$ cat config.mk
export PLATFORM = sky130hd
export DESIGN_NAME = airi5c_prenorm_sequencer
export DESIGN_NICKNAME = d
export VERILOG_FILES = /design/src/rtl/airi5c_prenorm_sequencer.sv
export SDC_FILE = /design/constraint.sdc
export NUM_CORES = 1
export LEC_CHECK = 0
export CAP_MARGIN = 20
export CORE_ASPECT_RATIO = 1.75
export CORE_UTILIZATION = 46
export CTS_CLUSTER_DIAMETER = 120
export DETAILED_ROUTE_END_ITERATION = 8
export GPL_TIMING_DRIVEN = 0
export HOLD_SLACK_MARGIN = 0.02
export PLACE_DENSITY = 0.8
export SLEW_MARGIN = 40
export SYNTH_ARGS = -nofsm -noshare
export SYNTH_HDL_FRONTEND = slang
export SYNTH_SLANG_ARGS = --single-unit
$ cat constraint.sdc
create_clock -name clk -period 2.6 [get_ports clk]
set_input_delay 0.52 -clock clk [delete_from_list [all_inputs] [get_ports clk]]
set_output_delay 0.52 -clock clk [all_outputs]
set_load 0.01 [all_outputs]
$ cat src/rtl/airi5c_prenorm_sequencer.sv
// ---------------------------------------------------------------------------
// airi5c_prenorm_sequencer
//
// Shares one airi5c pre-normalizer between up to three FPU source operands
// (rs1/rs2/rs3). On an accepted start the raw single-precision operands are
// captured. One operand per cycle is then classified and presented to the
// external pre-normalizer. Its combinational result is stored in that slot's
// result registers, and done pulses for one cycle when the sequence ends.
//
// Ports
//   clk, n_reset            core clock (rising edge), async active-low reset
//   start, op_cnt, kill     request, operand count (0..3), pipeline flush
//   op_a/op_b/op_c          raw IEEE-754 operands, captured on accepted start
//   ready, busy, done       IDLE / any NORM_x state / one-cycle completion
//   pn_zero, pn_denormal,
//   pn_man, pn_exp          operand presented to the shared pre-normalizer
//   pn_man_res, pn_exp_res  normalized mantissa / unbiased exponent back
//   man_x, exp_x, sgn_x     registered per-slot results (x = a, b, c)
// ---------------------------------------------------------------------------
module airi5c_prenorm_sequencer #(
    parameter int NUM_OPS = 3
) (
    input  logic        clk,
    input  logic        n_reset,
    input  logic        start,
    input  logic [1:0]  op_cnt,
    input  logic        kill,
    input  logic [31:0] op_a,
    input  logic [31:0] op_b,
    input  logic [31:0] op_c,
    output logic        ready,
    output logic        busy,
    output logic        done,
    output logic        pn_zero,
    output logic        pn_denormal,
    output logic [23:0] pn_man,
    output logic [7:0]  pn_exp,
    input  logic [23:0] pn_man_res,
    input  logic [9:0]  pn_exp_res,
    output logic [23:0] man_a,
    output logic [23:0] man_b,
    output logic [23:0] man_c,
    output logic [9:0]  exp_a,
    output logic [9:0]  exp_b,
    output logic [9:0]  exp_c,
    output logic        sgn_a,
    output logic        sgn_b,
    output logic        sgn_c
);

    // Largest operand count this instance will ever sequence.
    localparam logic [1:0] MAX_CNT = (NUM_OPS >= 3) ? 2'd3 :
                                     ((NUM_OPS == 2) ? 2'd2 : 2'd1);

    typedef enum logic [2:0] {
        S_IDLE,
        S_NORM_A,
        S_NORM_B,
        S_NORM_C,
        S_DONE
    } state_t;

    state_t      state_reg;
    state_t      state_next;
    logic [1:0]  eff_cnt_reg;
    logic [1:0]  start_cnt;
    logic        accept;
    logic [1:0]  slot;

    // Flattened per-slot storage, slot gi at bit offset gi*width.
    logic [95:0] op_in;
    logic [92:0] mag_all;      // captured operands without sign bit
    logic [71:0] man_all;
    logic [29:0] exp_all;
    logic [2:0]  sgn_all;
    logic [30:0] cur_mag;

    assign op_in = {op_c, op_b, op_a};

    // Operand count clamped to the number of slots this instance has.
    assign start_cnt = (op_cnt > MAX_CNT) ? MAX_CNT : op_cnt;
    assign accept    = ready && start && !kill;

    // ------------------------------------------------------------------
    // FSM
    // ------------------------------------------------------------------
    always_ff @(posedge clk or negedge n_reset) begin
        if (!n_reset) begin
            state_reg   <= S_IDLE;
            eff_cnt_reg <= 2'd0;
        end else begin
            state_reg <= state_next;
            if (accept) begin
                eff_cnt_reg <= start_cnt;
            end
        end
    end

    always_comb begin
        state_next = state_reg;
        ready      = 1'b0;
        busy       = 1'b0;
        done       = 1'b0;
        slot       = 2'd0;
        unique case (state_reg)
            S_IDLE: begin
                ready = 1'b1;
                if (start) begin
                    state_next = (start_cnt == 2'd0) ? S_DONE : S_NORM_A;
                end
            end
            S_NORM_A: begin
                busy       = 1'b1;
                slot       = 2'd0;
                state_next = (eff_cnt_reg >= 2'd2) ? S_NORM_B : S_DONE;
            end
            S_NORM_B: begin
                busy       = 1'b1;
                slot       = 2'd1;
                state_next = (eff_cnt_reg == 2'd3) ? S_NORM_C : S_DONE;
            end
            S_NORM_C: begin
                busy       = 1'b1;
                slot       = 2'd2;
                state_next = S_DONE;
            end
            S_DONE: begin
                // A flush in the completion cycle suppresses the pulse.
                done       = !kill;
                state_next = S_IDLE;
            end
            default: begin
                state_next = S_IDLE;
            end
        endcase
        // Flush wins over everything, including a start in IDLE.
        if (kill) begin
            state_next = S_IDLE;
        end
    end

    // ------------------------------------------------------------------
    // Per-slot operand capture and result registers
    // ------------------------------------------------------------------
    generate
        for (genvar gi = 0; gi < 3; gi++) begin : g_slots
            if (gi < NUM_OPS) begin : g_slot
                logic [31:0] op_q;
                logic [23:0] man_q;
                logic [9:0]  exp_q;
                logic        sgn_q;
                logic        load;

                always_ff @(posedge clk or negedge n_reset) begin
                    if (!n_reset) begin
                        op_q <= 32'h0;
                    end else if (accept) begin
                        op_q <= op_in[gi*32 +: 32];
                    end
                end

                // A flushed cycle must not overwrite the slot being processed.
                assign load = busy && !kill && (slot == 2'(gi));

                always_ff @(posedge clk or negedge n_reset) begin
                    if (!n_reset) begin
                        man_q <= 24'h0;
                        exp_q <= 10'h0;
                        sgn_q <= 1'b0;
                    end else if (load) begin
                        man_q <= pn_man_res;
                        exp_q <= pn_exp_res;
                        sgn_q <= op_q[31];
                    end
                end

                assign mag_all[gi*31 +: 31] = op_q[30:0];
                assign man_all[gi*24 +: 24] = man_q;
                assign exp_all[gi*10 +: 10] = exp_q;
                assign sgn_all[gi]          = sgn_q;
            end else begin : g_unused
                // Slots beyond NUM_OPS are never written.
                assign mag_all[gi*31 +: 31] = 31'h0;
                assign man_all[gi*24 +: 24] = 24'h0;
                assign exp_all[gi*10 +: 10] = 10'h0;
                assign sgn_all[gi]          = 1'b0;
            end
        end
    endgenerate

    // ------------------------------------------------------------------
    // Operand presented to the shared pre-normalizer (all zero when idle)
    // ------------------------------------------------------------------
    always_comb begin
        cur_mag = 31'h0;
        if (busy) begin
            unique case (slot)
                2'd0:    cur_mag = mag_all[30:0];
                2'd1:    cur_mag = mag_all[61:31];
                default: cur_mag = mag_all[92:62];
            endcase
        end
    end

    // Inf/NaN (exponent 0xFF) fall through as normal numbers.
    assign pn_zero     = busy && (cur_mag[30:23] == 8'h00) && (cur_mag[22:0] == 23'h0);
    assign pn_denormal = busy && (cur_mag[30:23] == 8'h00) && (cur_mag[22:0] != 23'h0);
    assign pn_man      = {(cur_mag[30:23] != 8'h00), cur_mag[22:0]};
    assign pn_exp      = cur_mag[30:23];

    assign man_a = man_all[23:0];
    assign man_b = man_all[47:24];
    assign man_c = man_all[71:48];
    assign exp_a = exp_all[9:0];
    assign exp_b = exp_all[19:10];
    assign exp_c = exp_all[29:20];
    assign sgn_a = sgn_all[0];
    assign sgn_b = sgn_all[1];
    assign sgn_c = sgn_all[2];

endmodule

Word level (Yosys, flattened, before mapping)

Cells that the tools add are included.

Register bits after elaboration: 206
Bits in latches: 0
RAM bits: 0
ROM bits: 0
Input bits: 136
Output and inout port bits: 142
Memories: 0

Add/sub/neg operators: 0
Multiply operators: 0
Divide/modulo/power cells: 0
Order comparisons: 2
Equality and inequality tests: 8
Shifts and indexed selects: 0
Muxes and demuxes: 13
Bitwise gates (word level): 0
Reductions and logical operators: 18

Operators with widths:

| operator                                             | count |
|---|---|
| one-hot mux 31 bit (2 select lines)                  | 1 |
| 2-to-1 mux 31 bit                                    | 1 |
| zero test 23 bit                                     | 1 |
| nonzero test 23 bit                                  | 1 |
| 2-to-1 mux 3 bit                                     | 5 |
| one-hot mux 3 bit (4 select lines)                   | 1 |
| logical AND 1 bit                                    | 9 |
| zero test 8 bit                                      | 1 |
| nonzero test 8 bit                                   | 1 |
| equality test 3 x 2 -> 1 bit (second input constant) | 2 |
| equality test 2 bit (second input constant)          | 2 |
| zero test 2 bit                                      | 2 |
| one-hot mux 2 bit (2 select lines)                   | 1 |
| equality test 3 x 1 -> 1 bit (second input constant) | 1 |
| equality test 3 bit (second input constant)          | 1 |
| zero test 3 bit                                      | 1 |
| 2-to-1 mux 1 bit                                     | 3 |
| != test 3 bit (second input constant)                | 1 |
| OR reduction 3 bit                                   | 1 |
| equality test 2 x 1 -> 1 bit (second input constant) | 1 |
| >= comparator 2 bit (second input constant)          | 1 |
| > comparator 2 bit (second input constant)           | 1 |
| 2-to-1 mux 2 bit                                     | 1 |
| zero test 1 bit                                      | 1 |

Longest topological paths before layout

Word-level depth: 8
Mapped depth: 8
Gate-level depth less buffers: 5

Worst setup path after synthesis

Ideal clock, no wire load.

Path kind: reg2out
From: reg state_reg[1]
To: out pn_zero
Data arrival time: 1.772 ns
Required time: 2.080 ns
Slack: 0.308 ns
Cell stages (with the launch flop): 7
Path buffers: 1
Cells stage by stage: dfrtp_1 -> buf_6 -> mux2_4 -> a22oi_1 -> a21oi_1 -> or4_4 -> nor3_2

Cells in the longest elaborated chain, start to end: 8

Ends and longest elaborated chain:

| element                                                                | line | text |
|---|---|---|
| from (decl)                                                            | 63   | `state_t state_reg;` |
| from (signal assigned)                                                 | 92   | `state_reg <= state_next;` |
| equality test 3 x 2 -> 1 bit                                           | 105  | `unique case (state_reg)` |
| one-hot mux 2 bit (2 select lines)                                     | 105  |  |
| equality test 2 x 1 -> 1 bit / zero test 2 bit (equally long branches) | 197  | `unique case (slot)` |
| one-hot mux 31 bit (2 select lines)                                    | 197  |  |
| 2-to-1 mux 31 bit                                                      | 196  | `if (busy) begin` |
| zero test 8 bit                                                        | 206  | `assign pn_zero = busy && (cur_mag[30:23] == 8'h00) && (cur_mag[22:0] == 23'h0);` |
| logical AND 1 bit                                                      | 206  |  |
| logical AND 1 bit *                                                    | 206  |  |
| to (decl)                                                              | 34   | `output logic pn_zero,` |

Every way passes the cells marked *; elsewhere a longest branch is shown, timed or not.

Worst setup path after layout

Ends and elaborated chain as after synthesis.

==> results.tsv <==
stage	metric	value	unit
yosys	Mapped Cells	583	
clocking	Root Buffer	clkbuf_16	
sta	FMAX	299.3	MHz
setup_path	type of origin of the critical path	register	
yosys	EDFF count, synth	0	
route	drt total wl	26060	um
setup_path	CP cell instances	buf_6, buf_6, buf_6, mux2_4, a22o_1, a211oi_2, nand4_1, buf_4, nor3_2, buf_2	
sta	Relative slew margins	0.6925	
grt	largest net degree at the start of global routing	80	
route	DR vias/cell	5.439	
yosys	Primary FF master, synth	dfrtp_1	
clocking	clk_lat worst skew	0.49	ns
power_and_ir_drop	VDD IR max	683.5	uV
die	initial core utilization	0.4740	
route	per-cell routed wire length	22.41	um
status	failing checks	setup timing	
setup_path	Setup CP Type	reg -> out	
cells_and_area	layout cells sized above 1	0.4227	
grt	first-pass GRT wire length	39140	um
cells_and_area	Largest register FFs	96	
route	initial detailed-routing violation count	192	
route	M1 wire length	8724	um
status	outcome	finished with violations	
power_and_ir_drop	pwr/cell area	802.1	nW/um^2
cells_and_area	final core utilization	0.7189	
clocking	Max Root-Sink Buffers	3	
setup_path	crit end category	output port	
sta	Final Max Tran Viols	0	
sta	fin crit share	1.285	
yosys	Unique masters post-synth	33	
grt	initial antenna violation count	4	
setup_path	slowest stage delay, CP	0.45	ns
yosys	mapped cell area	8597	um^2
clocking	clock sinks	206	
route	via count	6326	
yosys	mean area per synthesized cell	14.75	um^2
placed_design	I/O Buffers	277	
setup_path	critical path fanouts, max	3	
yosys	Syn. warnings	0	
route	Top Metal Used	met4	
sta	post-layout minimum cycle time	3.341	ns
worst_hold_path	HP Class	reg -> reg	
route	routed wl met2	14260	um
setup_path	CP max stage cell	dfrtp_2	
sta	setup TNS	-2.254	ns
yosys	Synth Net Count	719	
die	die height	182.8	um
flow_run	max_cap viols	0	
sta	RSZ-0062 raised after global routing	true	
clocking	Reg clk slew, reported paths	0.06	ns
route	post-route ant nets	0	
route	Met3 Wirelength	1653	um
setup_path	Critical Path RT	2.08	ns
sta	Post-Route Skew	0.007060	ns
cells_and_area	Area growth syn-to-layout	51.67	%
power_and_ir_drop	Final Power	10460	uW
placed_design	DP Area	11720	um^2
cells_and_area	Nets	1050	
sta	Hold Vio Cnt, Final	0	
die	Placeable Area	18140	um^2
die	row cnt	65	
grt	vias in the first global route	6994	
yosys	ys async rst share	1.000	
sta	pin slew with the least headroom to its limit	0.4607	ns
clocking	CTS buffer count	20	
yosys	Seq/Total Area, Yosys	0.5996	
route	DRT Pass-1 Iters	5	
cells_and_area	largest reg by FF count	g_slots.g_slot.op_q	
sta	Final setup viols	8	
die	Die ar.	19260	um^2
clocking	CTS tree	built	
grt	total grt overflow	0	
die	Die X-Extent	105.3	um
power_and_ir_drop	Leakage Power	0.005650	uW
placed_design	DP HPWL	18090	um
setup_path	Worst Path Arrival	2.82	ns
clocking	H-tree lvl count	1	
setup_path	most used cell, CP	buf_6	
yosys	Yosys reg bits	206	
cells_and_area	final instance area	13040	um^2
sta	final worst slack	-0.7408	ns
grt	GRT Overall Usage	0.2644	
die	Ports	278	
placed_design	pre-CTS setup slack	-0.6000	ns
placed_design	routability cong.	0.8151	
route	drc violations	0	
routing by layer:
metal / up-vias / track usage
met4: 0 / 0.1431
met5: - / 0
met2: 265 / 0.4845
met3: 86 / 0.05366
li1: 2763 / -
met1: 3212 / 0.2816
cells in the mapped netlist, drive strengths merged, types with 4 or more instances:
cell type / n / share of area
mux2i: 15 / 0.017
nor4: 4 / 0.0029
nor3: 4 / 0.0029
a211oi: 16 / 0.014
clkbuf: 5 / 0.0022
buf: 34 / 0.022
a21oi: 19 / 0.011
nand2: 11 / 0.0048
dfrtp: 206 / 0.60
a22oi: 12 / 0.010
mux2: 220 / 0.29
nor2: 19 / 0.0086
worst paths after layout:
| path | end | slack [ns] | from | cells past startpoint |
|---|---|---|---|---|
| max | pn_zero | -0.74 | state_reg[1] | 10 |
| min | g_slots[0].g_slot.op_q[1] | 0.50 | g_slots[0].g_slot.op_q[1] | 1 |
| max reg2reg | g_slots[1].g_slot.op_q[22] | 0.22 | state_reg[1] | 9 |
| min reg2reg | g_slots[0].g_slot.op_q[1] | 0.50 | g_slots[0].g_slot.op_q[1] | 1 |
| max in group asynchronous | g_slots[2].g_slot.op_q[20] | 0.92 | n_reset | 4 |
| min in group asynchronous | man_a[4] | 0.53 | n_reset | 2 |
area by class of cell:
cell class	instances	area (um^2)
buffer	38	292.8
inverter	1	3.754
sequential	206	5156
tap	234	292.8
multi-input combinational	337	3516
clock inverter	9	156.4
fill	1196	5097
antenna	4	10.01
timing repair buffer	310	3095
clock buffer	24	515.5
through the flow:
stage | hold WS, ns | std cells
after floorplan | 0.2244 | 583
after global placement | 0.4846 | 1094
after detailed placement | 0.4671 | 1096
after CTS | 0.5068 | 1153
after global routing | 0.5099 | 1163
final | 0.5040 | 1163
report_power, final:
group / internal, uW / total [uW] / switching [uW]
Combinational: 1840 / 3020 / 1180
Sequential: 3990 / 4430 / 442
Clock: 1810 / 3010 / 1190
Total: 7650 / 10500 / 2810
cells by family after synthesis:
group,share of synthesized area
AO/OA/AOI/OAI,0.04352
buffers and inverters,0.02431
flip-flops,0.5996
multiplexers,0.3065
AND/OR/NAND/NOR,0.02605
worst max-delay path, delay by kind of cell (launching register included):
kind | cells | cell delay [ns]
flip-flops | 1 | 0.45
AND/OR/NAND/NOR | 2 | 0.41
multiplexers | 1 | 0.28
buffers and inverters | 5 | 0.75
AO/OA/AOI/OAI | 2 | 0.44
placed cells by master, fill, tap and decap left out, types with 2 or more instances in the layout:
cell,count
clkdlybuf4s50_1,239
mux2_2,207
dfrtp_1,205
buf_2,24
buf_4,23
clkbuf_16,21
buf_6,17
nor2_1,16
a21oi_1,14
a211oi_2,13
a22oi_2,12
mux2i_1,12
mux2_4,11
nand2_1,10
dlygate4sd2_1,9
clkbuf_2,9
clkbuf_4,5
a21oi_2,5
clkdlybuf4s15_1,5
diode_2,4
buf_12,4
bufinv_16,4
clkinv_2,4
clkbuf_1,4
clkdlybuf4s15_2,4
buf_8,3
nor3_1,3
mux2i_2,3
nor4_2,3
buf_16,3
nor2_2,2
mux2_1,2
a211oi_1,2
nand4_1,2
timing repair:
action,4_1_cts,5_1_grt
pin swaps,18,11
hold buffers,1,0
cloned,1,1
setup endpoints to repair,37,33
resized for setup,170,42
endpoints found under the hold margin,55,0
setup buffers,24,8
No activity file was read; power rests on OpenSTA's default activity.
